==> src/rtl/prog_sequencer_pkg.sv <==
// Shared types and constants for the program launch sequencer.
// Holds the FSM state encoding and the program start-address table.
package prog_sequencer_pkg;

    localparam int ADDR_W = 10;
    localparam int CNT_W  = 16;

    typedef enum logic [2:0] {
        S_IDLE,
        S_ARMED,
        S_LAUNCH,
        S_RUN,
        S_DONE
    } state_t;

    // Entry 0 is launched first; indexed by the 2-bit program index
    localparam logic [3:0][ADDR_W-1:0] PROG_BASE = {
        10'd384, 10'd256, 10'd128, 10'd4
    };

endpackage

==> src/rtl/seq_watchdog.sv <==
// Saturating RUN-cycle counter with the watchdog limit compare.
// Clears when the sequencer heads back towards a new launch.
module seq_watchdog
    import prog_sequencer_pkg::*;
#(
    parameter int MAX_CYCLES = 1023
) (
    input  logic             clk,
    input  logic             rst_n,
    input  logic             clear,
    input  logic             run,
    output logic [CNT_W-1:0] count,
    output logic             expire
);

    localparam logic [CNT_W-1:0] LIMIT = CNT_W'(MAX_CYCLES - 1);

    always_ff @(posedge clk or negedge rst_n) begin
        if (!rst_n) begin
            count <= '0;
        end else if (clear) begin
            count <= '0;
        end else if (run && (count != '1)) begin
            count <= count + 1'b1;
        end
    end

    assign expire = run && (count == LIMIT);

endmodule

==> src/rtl/prog_sequencer.sv <==
// Launch/run/done sequencer rotating through a fixed set of programs.
// Gates PC control from the decoder and enforces a RUN watchdog.
module prog_sequencer
    import prog_sequencer_pkg::*;
#(
    parameter int NUM_PROGS  = 3,
    parameter int MAX_CYCLES = 1023
) (
    input  logic              Clk,
    input  logic              Reset,
    input  logic              Start,
    input  logic              Halt,
    input  logic              Jump,
    input  logic              BOE,
    input  logic              IsEqual,
    output logic              PcInit,
    output logic [ADDR_W-1:0] PcBase,
    output logic              PcHold,
    output logic              PcJump,
    output logic              PcBoe,
    output logic [1:0]        ProgIdx,
    output logic [CNT_W-1:0]  CycleCount,
    output logic              Done,
    output logic              Timeout
);

    localparam logic [1:0] LAST_IDX = 2'(NUM_PROGS - 1);

    logic [1:0] rst_sync;
    logic       rst_n;
    state_t     state;
    state_t     next;
    logic       expire;
    logic       wd_clear;
    logic       timeout_q;
    logic [1:0] idx;

    // Assert asynchronously, release on a clock edge
    always_ff @(posedge Clk or negedge Reset) begin
        if (!Reset) begin
            rst_sync <= 2'b00;
        end else begin
            rst_sync <= {rst_sync[0], 1'b1};
        end
    end

    assign rst_n = rst_sync[1];

    always_ff @(posedge Clk or negedge rst_n) begin
        if (!rst_n) begin
            state <= S_IDLE;
        end else begin
            state <= next;
        end
    end

    always_comb begin
        next = state;
        unique case (state)
            S_IDLE:   if (Start) next = S_ARMED;
            S_ARMED:  if (!Start) next = S_LAUNCH;
            S_LAUNCH: next = S_RUN;
            S_RUN:    if (Halt || expire) next = S_DONE;
            S_DONE:   if (Start) next = S_ARMED;
            default:  next = S_IDLE;
        endcase
    end

    always_ff @(posedge Clk or negedge rst_n) begin
        if (!rst_n) begin
            idx       <= 2'd0;
            timeout_q <= 1'b0;
        end else begin
            if (state == S_LAUNCH) begin
                idx <= (idx == LAST_IDX) ? 2'd0 : idx + 2'd1;
            end
            // Halt on the limit cycle ends the program normally
            if (state == S_RUN && next == S_DONE) begin
                timeout_q <= expire && !Halt;
            end else if (next != S_DONE) begin
                timeout_q <= 1'b0;
            end
        end
    end

    assign wd_clear = (next != S_RUN) && (next != S_DONE);

    seq_watchdog #(
        .MAX_CYCLES(MAX_CYCLES)
    ) u_watchdog (
        .clk   (Clk),
        .rst_n (rst_n),
        .clear (wd_clear),
        .run   (state == S_RUN),
        .count (CycleCount),
        .expire(expire)
    );

    always_comb begin
        PcInit = 1'b0;
        PcHold = 1'b1;
        PcJump = 1'b0;
        PcBoe  = 1'b0;
        Done   = 1'b0;
        unique case (state)
            S_LAUNCH: PcInit = 1'b1;
            S_RUN: begin
                PcHold = 1'b0;
                PcJump = Jump && !Halt;
                PcBoe  = BOE && IsEqual && !Halt;
            end
            S_DONE:   Done = 1'b1;
            default:  ;
        endcase
    end

    assign PcBase  = PROG_BASE[idx];
    assign ProgIdx = idx;
    assign Timeout = timeout_q;

endmodule

==> config.mk <==
export PLATFORM = sky130hd
export DESIGN_NAME = prog_sequencer
export DESIGN_NICKNAME = d
export VERILOG_FILES = /design/src/rtl/prog_sequencer_pkg.sv /design/src/rtl/seq_watchdog.sv /design/src/rtl/prog_sequencer.sv
export SDC_FILE = /design/constraint.sdc
export NUM_CORES = 1
export LEC_CHECK = 0
export ABC_CLOCK_PERIOD_IN_PS = 1400
export BUFFER_PORTS_ARGS = -buffer_cell sky130_fd_sc_hd__buf_2
export CAP_MARGIN = 20
export CORE_AREA = 4 4 52 77
export DETAILED_ROUTE_END_ITERATION = 10
export DIE_AREA = 0 0 56 81
export GPL_ROUTABILITY_DRIVEN = 0
export PLACE_DENSITY_LB_ADDON = 0.2
export SLEW_MARGIN = 15
export SYNTH_ARGS = -nofsm -noshare
export SYNTH_HDL_FRONTEND = slang
export SYNTH_SLANG_ARGS = --single-unit
==> constraint.sdc <==
create_clock -name Clk -period 1.4 [get_ports Clk]
set_clock_uncertainty 0.05 [all_clocks]
set_input_delay 0.07 -clock Clk [delete_from_list [all_inputs] [get_ports Clk]]
set_output_delay 0.07 -clock Clk [all_outputs]
set_load 0.1 [all_outputs]
==> results of run 1 <==
worst min-delay path by stage:
stage | endpoint | slack, ns | depth (start not counted)
after global placement | rst_sync[1] | -0.20 | 1
after CTS | rst_sync[0] | 0.05 | 2
after detailed placement | rst_sync[0] | -0.19 | 1
after floorplan | rst_sync[0] | -0.28 | 0
after global routing | rst_sync[0] | 0.05 | 2
final | rst_sync[0] | 0.05 | 2
kinds of logic after synthesis:
group | after synthesis
AND/OR/NAND/NOR | 55
flip-flops | 24
AO/OA/AOI/OAI | 39
adder cells (fa/ha/maj) | 2
XOR/XNOR | 1
buffers and inverters | 20
multiplexers | 1
other | 2
what timing repair did:
action | CTS | global route
gates resized for setup | 46 | 26
hold endpoints to repair | 2 | 0
hold buffers | 1 | 0
pin swaps | 15 | 13
buffers inserted | 13 | 7
endpoints found under the setup margin | 28 | 30
Yosys cell counts, drive strengths merged, types with 4 or more instances:
cell	count	area share
buf	11	0.059
nand3	6	0.022
inv	6	0.017
nor3	4	0.015
o31ai	5	0.028
o21ai	11	0.041
a21oi	10	0.037
dfrtp	24	0.44
nor2	7	0.019
nand4	6	0.028
or3	6	0.028
nand2	7	0.019
power by group:
group | total [mW] | switching, mW | internal, mW
Sequential | 0.876 | 0.0914 | 0.784
Clock | 0.624 | 0.241 | 0.383
Combinational | 2.70 | 1.69 | 1.01
per-stage QoR:
step | power, mW | TNS [ns]
CTS | 4.09 | -10.14
floorplan | 2.36 | -12.48
global route | 4.35 | -11.39
finish | 4.20 | -10.09
global placement | 2.91 | -9.19
detailed placement | 2.94 | -10.04
metal layers:
metal,share of wire,up-vias,wire length (um),track usage
li1,-,709,-,-
met2,0.55,73,2830,0.445
met4,0.036,0,187,0.133
met3,0.051,19,263,0.0350
met1,0.37,788,1900,0.244
met5,0,-,0,0
registers in the layout (all words and copies together), names as in the netlist:
register,cells
u_watchdog.count,16
state,3
ProgIdx,2
rst_sync,2
Timeout,1
cell type report:
type / instances / share of cell area
clock inverter: 1 / 0.0115
clock buffer: 3 / 0.0158
sequential: 24 / 0.250
multi-input combinational: 106 / 0.356
tap: 42 / 0.0201
timing repair buffer: 95 / 0.338
inverter: 6 / 0.00862
worst max-delay path, stage by stage, from the launching register on:
cell     delay [ns]
dfrtp_1        0.39
and3b_4        0.31
inv_2          0.05
or4_4          0.56
or4_4          0.44
a21oi_2        0.16
==> impl_metrics.py, run 1 <==
metrics = {
    "outcome": {
        "status": "finished, violations left",
        "violations": "negative setup slack",
    },
    "grt": {
        "gr-usage-all-layers": 0.235,
        "grt_max_degree": 15,
        "grt_pass1_vias": 1739,
        "antenna_found_initial": 0,
        "grt_overflow": 0,
        "grt_pass1_wl_mm": 8.30,
    },
    "synth": {
        "ys_types": 40,
        "synthMuxAreaShare": 0.00834,
        "syn_avg_cell_area_um2": 9.38,
        "yosys_warnings": 0,
        "synth_seq_cells": 24,
        "synth-seq-area-share": 0.445,
        "synth_top_family_by_area": "simple AND/OR/NAND/NOR gates",
        "synthCells": 144,
        "synth-compound-area-share": 0.188,
        "synth_xor_area_frac": 0.00649,
        "dominantRegCellSynth": "dfrtp_1",
        "synth_area_mm2": 0.00135,
        "yosys.area_share.simple": 0.244,
        "async_reset_ff_frac": 1.00,
        "synth_edf_count": 0,
        "synthAdderAreaFrac": 0.0185,
    },
    "sta": {
        "finalSetupViolations": 26,
        "min_period_ns": 2.05,
        "setup_ws_ns": -0.652,
        "hold_viol": 0,
        "rsz0062_at_grt": "true",
        "maxSlewViolCount": 0,
        "timing.hold.ws_ns": 0.0490,
        "slew_headroom": 0.660,
        "fmax_mhz": 487,
        "worstMarginPinSlew_ns": 0.506,
        "fin_crit_sh": 1.47,
    },
    "clocking": {
        "numCtsBuffers": 3,
        "clkLatencyLatePin_ns": 0.28,
        "ctsHtreeMaxLevel": 1,
        "path_clk_slew_ns": 0.09,
        "cts.sinks": 24,
        "cts_root_buffer": "clkbuf_8",
        "clk_path_buf_depth": 2,
        "cts_tree": "built",
    },
    "cells_and_area": {
        "antenna_cells": 0,
        "drive_above_1_share": 0.668,
        "final_cell_mix": "buf_4 (47), buf_2 (16), buf_6 (15)",
        "nets": 245,
        "fin_util": 0.772,
        "final_common_cell": "buf_4",
        "seq_area_um2": 653,
        "instances_no_fill": 277,
        "design_area_mm2": 0.00261,
        "multi_input_area_um2": 931,
        "syn2layout_area_growth_pct": 93.5,
        "fill_cells": 228,
    },
    "power_and_ir_drop": {
        "power_density_mw_per_mm2": 1610,
        "vdd_ir_drop_max_uv": 1900,
        "p_leak_nw": 1.11,
    },
    "placed_design": {
        "io_buffers": 33,
        "dpl_cell_area_mm2": 0.00216,
        "dp_hpwl_mm": 3.26,
        "dp.cells": 258,
        "dp_slack_ns": -0.638,
    },
    "die": {
        "start_util": 0.399,
        "die_h_um": 81,
        "ioPinCount": 41,
        "dieArea_mm2": 0.00454,
        "core_mm2": 0.00338,
        "num_rows": 26,
        "die_w_um": 56,
    },
    "setup_path": {
        "worst-path-max-fanout": 8,
        "crit_end": "u_watchdog.count[15]",
        "setup.worst_path.end_class": "flop",
        "path_class": "reg2reg",
        "crit_required_ns": 1.54,
        "r2r_setup_slack_ns": -0.65,
        "crit_arrival_ns": 2.20,
        "reg2reg_to": "u_watchdog.count[15]",
        "cp-startpoint": "state[2]",
        "r2r_start": "state[2]",
        "startpoint_type": "flop",
        "reg2reg_depth": 5,
    },
    "drt": {
        "wire_per_inst_um": 18.7,
        "drc": 0,
        "drt_iter0_drc": 50,
        "wirelength_mm": 5.19,
        "ant_nets": 0,
        "drt-pass1-iter-count": 4,
        "vias": 1589,
        "viasPerCell": 5.74,
    },
    "worst_hold_path": {
        "min_path_type": "in2async",
    },
    "flow_run": {
        "drv_cap": 0,
    },
}
No activity file was read; power rests on OpenSTA's default activity.
==> run 2: changes to the inputs <==
--- a/config.mk
+++ b/config.mk
@@ -13,6 +13,7 @@
 export DIE_AREA = 0 0 56 81
 export GPL_ROUTABILITY_DRIVEN = 0
 export PLACE_DENSITY_LB_ADDON = 0.2
+export RECOVER_POWER = 50
 export SLEW_MARGIN = 15
 export SYNTH_ARGS = -nofsm -noshare
 export SYNTH_HDL_FRONTEND = slang
==> run 2 against run 1 <==
  * The flow still finishes with violations (negative setup slack)
  * Clock power hardly changed
  * Fmax about the same
  * Wire length decreased by 0.21%
  * Largest cell class unchanged
  * Sequential power hardly changed
  * Final area fell by 0.34%
  * Cell count unchanged
  * Non-clock buffer count stayed put
  * Total power is essentially flat
  * Global-route usage unchanged
  * Combinational power is essentially flat
==> impl_metrics.py, run 2 (synthesis results as in run 1) <==
metrics = {
    "outcome": {
        "status": "finished, violations left",
        "violations": "negative setup slack",
    },
    "placed_design": {
        "dp_hpwl_mm": 3.26,
        "io_buffers": 33,
        "dp_slack_ns": -0.638,
    },
    "sta": {
        "worstMarginPinSlew_ns": 0.808,
        "fin_crit_sh": 1.47,
        "fmax_mhz": 487,
        "rsz0062_at_grt": "true",
        "setup_ws_ns": -0.653,
        "slew_headroom": 0.461,
        "finalSetupViolations": 26,
        "hold_viol": 0,
        "min_period_ns": 2.05,
        "timing.hold.ws_ns": 0.0557,
        "maxSlewViolCount": 0,
    },
    "die": {
        "core_mm2": 0.00338,
        "ioPinCount": 41,
        "start_util": 0.399,
        "die_h_um": 81,
        "die_w_um": 56,
        "num_rows": 26,
        "dieArea_mm2": 0.00454,
    },
    "drt": {
        "vias": 1574,
        "wirelength_mm": 5.18,
        "drc": 0,
        "wire_per_inst_um": 18.7,
        "viasPerCell": 5.68,
        "drt-pass1-iter-count": 4,
        "drt_iter0_drc": 50,
        "ant_nets": 0,
    },
    "flow_run": {
        "drv_cap": 0,
    },
    "setup_path": {
        "startpoint_type": "flop",
        "path_class": "reg2reg",
        "crit_required_ns": 1.54,
        "worst-path-max-fanout": 8,
        "crit_arrival_ns": 2.20,
        "setup.worst_path.end_class": "flop",
    },
    "grt": {
        "grt_max_degree": 15,
        "gr-usage-all-layers": 0.235,
        "grt_overflow": 0,
        "grt_pass1_vias": 1739,
        "antenna_found_initial": 0,
        "grt_pass1_wl_mm": 8.30,
    },
    "clocking": {
        "numCtsBuffers": 3,
        "ctsHtreeMaxLevel": 1,
        "cts_tree": "built",
        "cts_root_buffer": "clkbuf_8",
        "clk_path_buf_depth": 2,
        "path_clk_slew_ns": 0.09,
        "clkLatencyLatePin_ns": 0.28,
        "cts.sinks": 24,
    },
    "cells_and_area": {
        "antenna_cells": 0,
        "final_common_cell": "buf_4",
        "final_cell_mix": "buf_4 (45), buf_2 (15), buf_6 (15)",
        "largest_register_ff_count": 16,
        "top_regs": "u_watchdog.count: 16 flops, state: 3 flops",
        "syn2layout_area_growth_pct": 92.9,
        "drive_above_1_share": 0.655,
        "top_register": "u_watchdog.count",
        "nets": 245,
    },
    "power_and_ir_drop": {
        "p_leak_nw": 1.10,
        "vdd_ir_drop_max_uv": 1900,
        "power_density_mw_per_mm2": 1610,
    },
    "worst_hold_path": {
        "min_path_type": "in2async",
    },
}
-- run 2: cell type report --
class | instances | area, um^2
Inverter | 6 | 22.5
Clock buffer | 3 | 41.3
Clock inverter | 1 | 30.0
Sequential cell | 24 | 653
Multi-Input combinational cell | 106 | 931
Tap cell | 42 | 52.6
Timing Repair Buffer | 95 | 873
Fill cell | 231 | 779
-- run 2: path summary, 6_finish.rpt --
path / start / endpoint / slack (ns) / cells past startpoint
setup / recovery: state[2] / u_watchdog.count[15] / -0.65 / 5
max in group asynchronous: rst_sync[1] / u_watchdog.count[13] / 0.32 / 1
min in group Clk: Start / state[1] / 0.08 / 4
hold reg to reg: rst_sync[1] / u_watchdog.count[3] / 0.25 / 1
hold / removal: Reset / rst_sync[0] / 0.06 / 2
setup reg to reg: state[2] / u_watchdog.count[15] / -0.65 / 5
-- run 2: per-layer routing --
layer	vias to the layer above	track usage	wire length [um]
li1	710	-	-
met1	776	0.244	1890
met2	69	0.445	2840
met3	19	0.0350	266
met4	0	0.133	187
met5	-	0	0
-- run 2: worst max-delay path: stages (launching register included) --
cell	delay, ns
dfrtp_1	0.39
and3b_4	0.31
inv_2	0.05
or4_4	0.56
or4_4	0.44
a21oi_2	0.16
-- run 2: report_power, final --
group | switching (mW) | leakage [nW] | total, mW | internal, mW
Sequential | 0.0915 | 0.290 | 0.876 | 0.784
Combinational | 1.69 | 0.774 | 2.69 | 1.00
Clock | 0.241 | 0.0357 | 0.623 | 0.383
Total | 2.02 | 1.10 | 4.19 | 2.17
-- run 2: metrics by stage --
stage / power [mW] / cells / setup TNS [ns] / utilization / cell area, um^2
after CTS: 4.09 / 276 / -10.14 / 0.745 / 2520
after detailed placement: 2.94 / 258 / -10.04 / 0.638 / 2160
after floorplan: 2.36 / 150 / -12.48 / - / 1520
final: 4.19 / 277 / -10.09 / 0.770 / 2600
after global placement: 2.91 / 258 / -9.19 / 0.638 / 2160
after global routing: 4.35 / 277 / -11.39 / 0.770 / 2600
-- run 2: what timing repair did --
| action | CTS | global route |
|---|---|---|
| endpoints found under the setup margin | 28 | 30 |
| pin swaps | 15 | 13 |
| gates cloned | 0 | 0 |
| buffers inserted | 13 | 7 |
| hold buffers | 1 | 0 |
| resized for setup | 46 | 26 |
| endpoints found under the hold margin | 2 | 0 |
==> run 3: changes to the inputs <==
--- a/config.mk
+++ b/config.mk
@@ -8,9 +8,9 @@
 export ABC_CLOCK_PERIOD_IN_PS = 1400
 export BUFFER_PORTS_ARGS = -buffer_cell sky130_fd_sc_hd__buf_2
 export CAP_MARGIN = 20
-export CORE_AREA = 4 4 52 77
+export CORE_AREA = 3 3 51 76
 export DETAILED_ROUTE_END_ITERATION = 10
-export DIE_AREA = 0 0 56 81
+export DIE_AREA = 0 0 54 79
 export GPL_ROUTABILITY_DRIVEN = 0
 export PLACE_DENSITY_LB_ADDON = 0.2
 export RECOVER_POWER = 50
==> run 3 against run 2 <==
  * The flow still finishes with violations (negative setup slack)
  * Final area decreased by 10%
  * Worst hold slack improved by 0.0013 ns
  * Total power decreased by 13%
  * Register-to-register slack better by 0.07 ns
  * Critical path depth stayed put
  * Die area down 6.0%
  * Critical endpoint unchanged
  * Largest power group unchanged
==> impl_metrics.py, run 3 (synthesis results as in run 1) <==
metrics = {
    "outcome": {
        "status": "finished, violations left",
        "violations": "negative setup slack",
    },
    "setup_path": {
        "crit_required_ns": 1.55,
        "cp_slowest_stage_delay_ns": 0.57,
        "worst-path-buf-inv": 1,
        "crit_end": "u_watchdog.count[15]",
        "r2r_setup_slack_ns": -0.58,
        "setup.worst_path.end_class": "flop",
        "r2r_start": "state[2]",
        "reg2reg_depth": 5,
        "path_cells": "and3b_4 > inv_2 > or4_4 > or4_1 > a21oi_1",
        "worst-path-max-fanout": 8,
        "path_class": "reg2reg",
        "cp_num_cells": 5,
        "crit_arrival_ns": 2.13,
        "crit_path_top_delay_cell": "or4_4",
        "cp-startpoint": "state[2]",
        "startpoint_type": "flop",
        "reg2reg_to": "u_watchdog.count[15]",
        "cp_top_family": "simple AND/OR/NAND/NOR gates",
    },
    "cells_and_area": {
        "fin_util": 0.725,
        "drive_above_1_share": 0.595,
        "antenna_cells": 0,
        "final_cell_mix": "buf_4 (42), buf_2 (18), dfrtp_4 (12)",
        "instances_no_fill": 262,
        "nets": 232,
        "design_area_mm2": 0.00234,
        "top_regs": "u_watchdog.count: 16 flops, state: 3 flops",
        "fill_cells": 229,
        "final_common_cell": "buf_4",
        "top_register": "u_watchdog.count",
        "largest_register_ff_count": 16,
        "syn2layout_area_growth_pct": 73.0,
    },
    "clocking": {
        "path_clk_slew_ns": 0.09,
        "clk_path_buf_depth": 2,
        "cts_tree": "built",
        "numCtsBuffers": 3,
        "ctsHtreeMaxLevel": 1,
        "cts_root_buffer": "clkbuf_8",
        "cts.sinks": 24,
        "clkLatencyLatePin_ns": 0.28,
    },
    "sta": {
        "slew_headroom": 0.471,
        "fin_crit_sh": 1.42,
        "worstMarginPinSlew_ns": 0.794,
        "rsz0062_at_grt": "true",
        "setup_ws_ns": -0.582,
        "fin_setup_tns_ns": -9.99,
        "fmax_mhz": 505,
        "timing.hold.ws_ns": 0.0570,
        "maxSlewViolCount": 0,
        "min_period_ns": 1.98,
        "hold_viol": 0,
        "finalSetupViolations": 27,
    },
    "grt": {
        "grt_max_degree": 15,
        "gr-usage-all-layers": 0.230,
        "grt_pass1_wl_mm": 7.30,
        "grt_pass1_vias": 1540,
        "grt_overflow": 0,
        "antenna_found_initial": 0,
    },
    "placed_design": {
        "dp_hpwl_mm": 3.22,
        "io_buffers": 33,
        "dp_slack_ns": -0.629,
        "dp.cells": 251,
        "dpl_cell_area_mm2": 0.00209,
    },
    "drt": {
        "viasPerCell": 5.61,
        "wirelength_mm": 4.56,
        "drt-pass1-iter-count": 4,
        "dr_wl_met3_um": 273,
        "ant_nets": 0,
        "vias": 1471,
        "drt_iter0_drc": 69,
        "met1_length_mm": 1.59,
        "top_layer": "met4",
        "dr_wl_met2_mm": 2.51,
        "drc": 0,
        "wire_per_inst_um": 17.4,
    },
    "power_and_ir_drop": {
        "vdd_ir_drop_max_uv": 2210,
        "power_mw": 3.66,
        "power_density_mw_per_mm2": 1570,
        "p_leak_nw": 0.976,
    },
    "worst_hold_path": {
        "min_path_type": "in2async",
    },
    "die": {
        "die_h_um": 79,
        "num_rows": 25,
        "start_util": 0.419,
        "dieArea_mm2": 0.00427,
        "core_mm2": 0.00322,
        "ioPinCount": 41,
        "die_w_um": 54,
    },
    "flow_run": {
        "drv_cap": 0,
    },
}
-- run 3: cell type report --
| cell class | count | area (um^2) | share of cell area |
|---|---|---|---|
| clock buffers | 3 | 41.3 | 0.0177 |
| clock inverters | 1 | 30.0 | 0.0129 |
| inverters | 6 | 22.5 | 0.00964 |
| multi-input cells | 107 | 843 | 0.361 |
| flip-flops and latches | 24 | 654 | 0.280 |
| well taps | 40 | 50.0 | 0.0214 |
| repair buffers | 81 | 694 | 0.297 |
-- run 3: how the worst min path moves through the flow --
stage | slack, ns | to | cells after the start | start
after floorplan | -0.28 | rst_sync[0] | 0 | Reset
after global placement | -0.20 | rst_sync[0] | 1 | Reset
after detailed placement | -0.19 | rst_sync[0] | 1 | Reset
after CTS | 0.05 | rst_sync[0] | 2 | Reset
after global routing | 0.06 | rst_sync[0] | 2 | Reset
final | 0.06 | rst_sync[0] | 2 | Reset
-- run 3: power by group --
part,internal (mW),switching (mW),total [mW]
logic,0.671,1.49,2.16
registers,0.787,0.0984,0.885
clock network,0.383,0.234,0.617
total,1.84,1.82,3.66
-- run 3: worst reg2reg max path: cells and delay by family (launching register included) --
family	cells	cell delay (ns)
flops	1	0.38
buf+inv	1	0.04
compound gates	1	0.16
simple gates	3	1.29
-- run 3: what timing repair did --
| item | CTS | global route |
|---|---|---|
| setup endpoints to repair | 27 | 30 |
| hold buffers | 1 | 0 |
| buffers inserted | 4 | 2 |
| pin swaps | 6 | 3 |
| resized for setup | 22 | 15 |
| cloned | 1 | 0 |
| hold endpoints to repair | 2 | 0 |
-- run 3: per-layer routing --
layer / GRT usage / vias up
met5: 0 / -
met1: 0.245 / 697
met2: 0.422 / 74
li1: - / 682
met3: 0.0413 / 18
met4: 0.0948 / 0
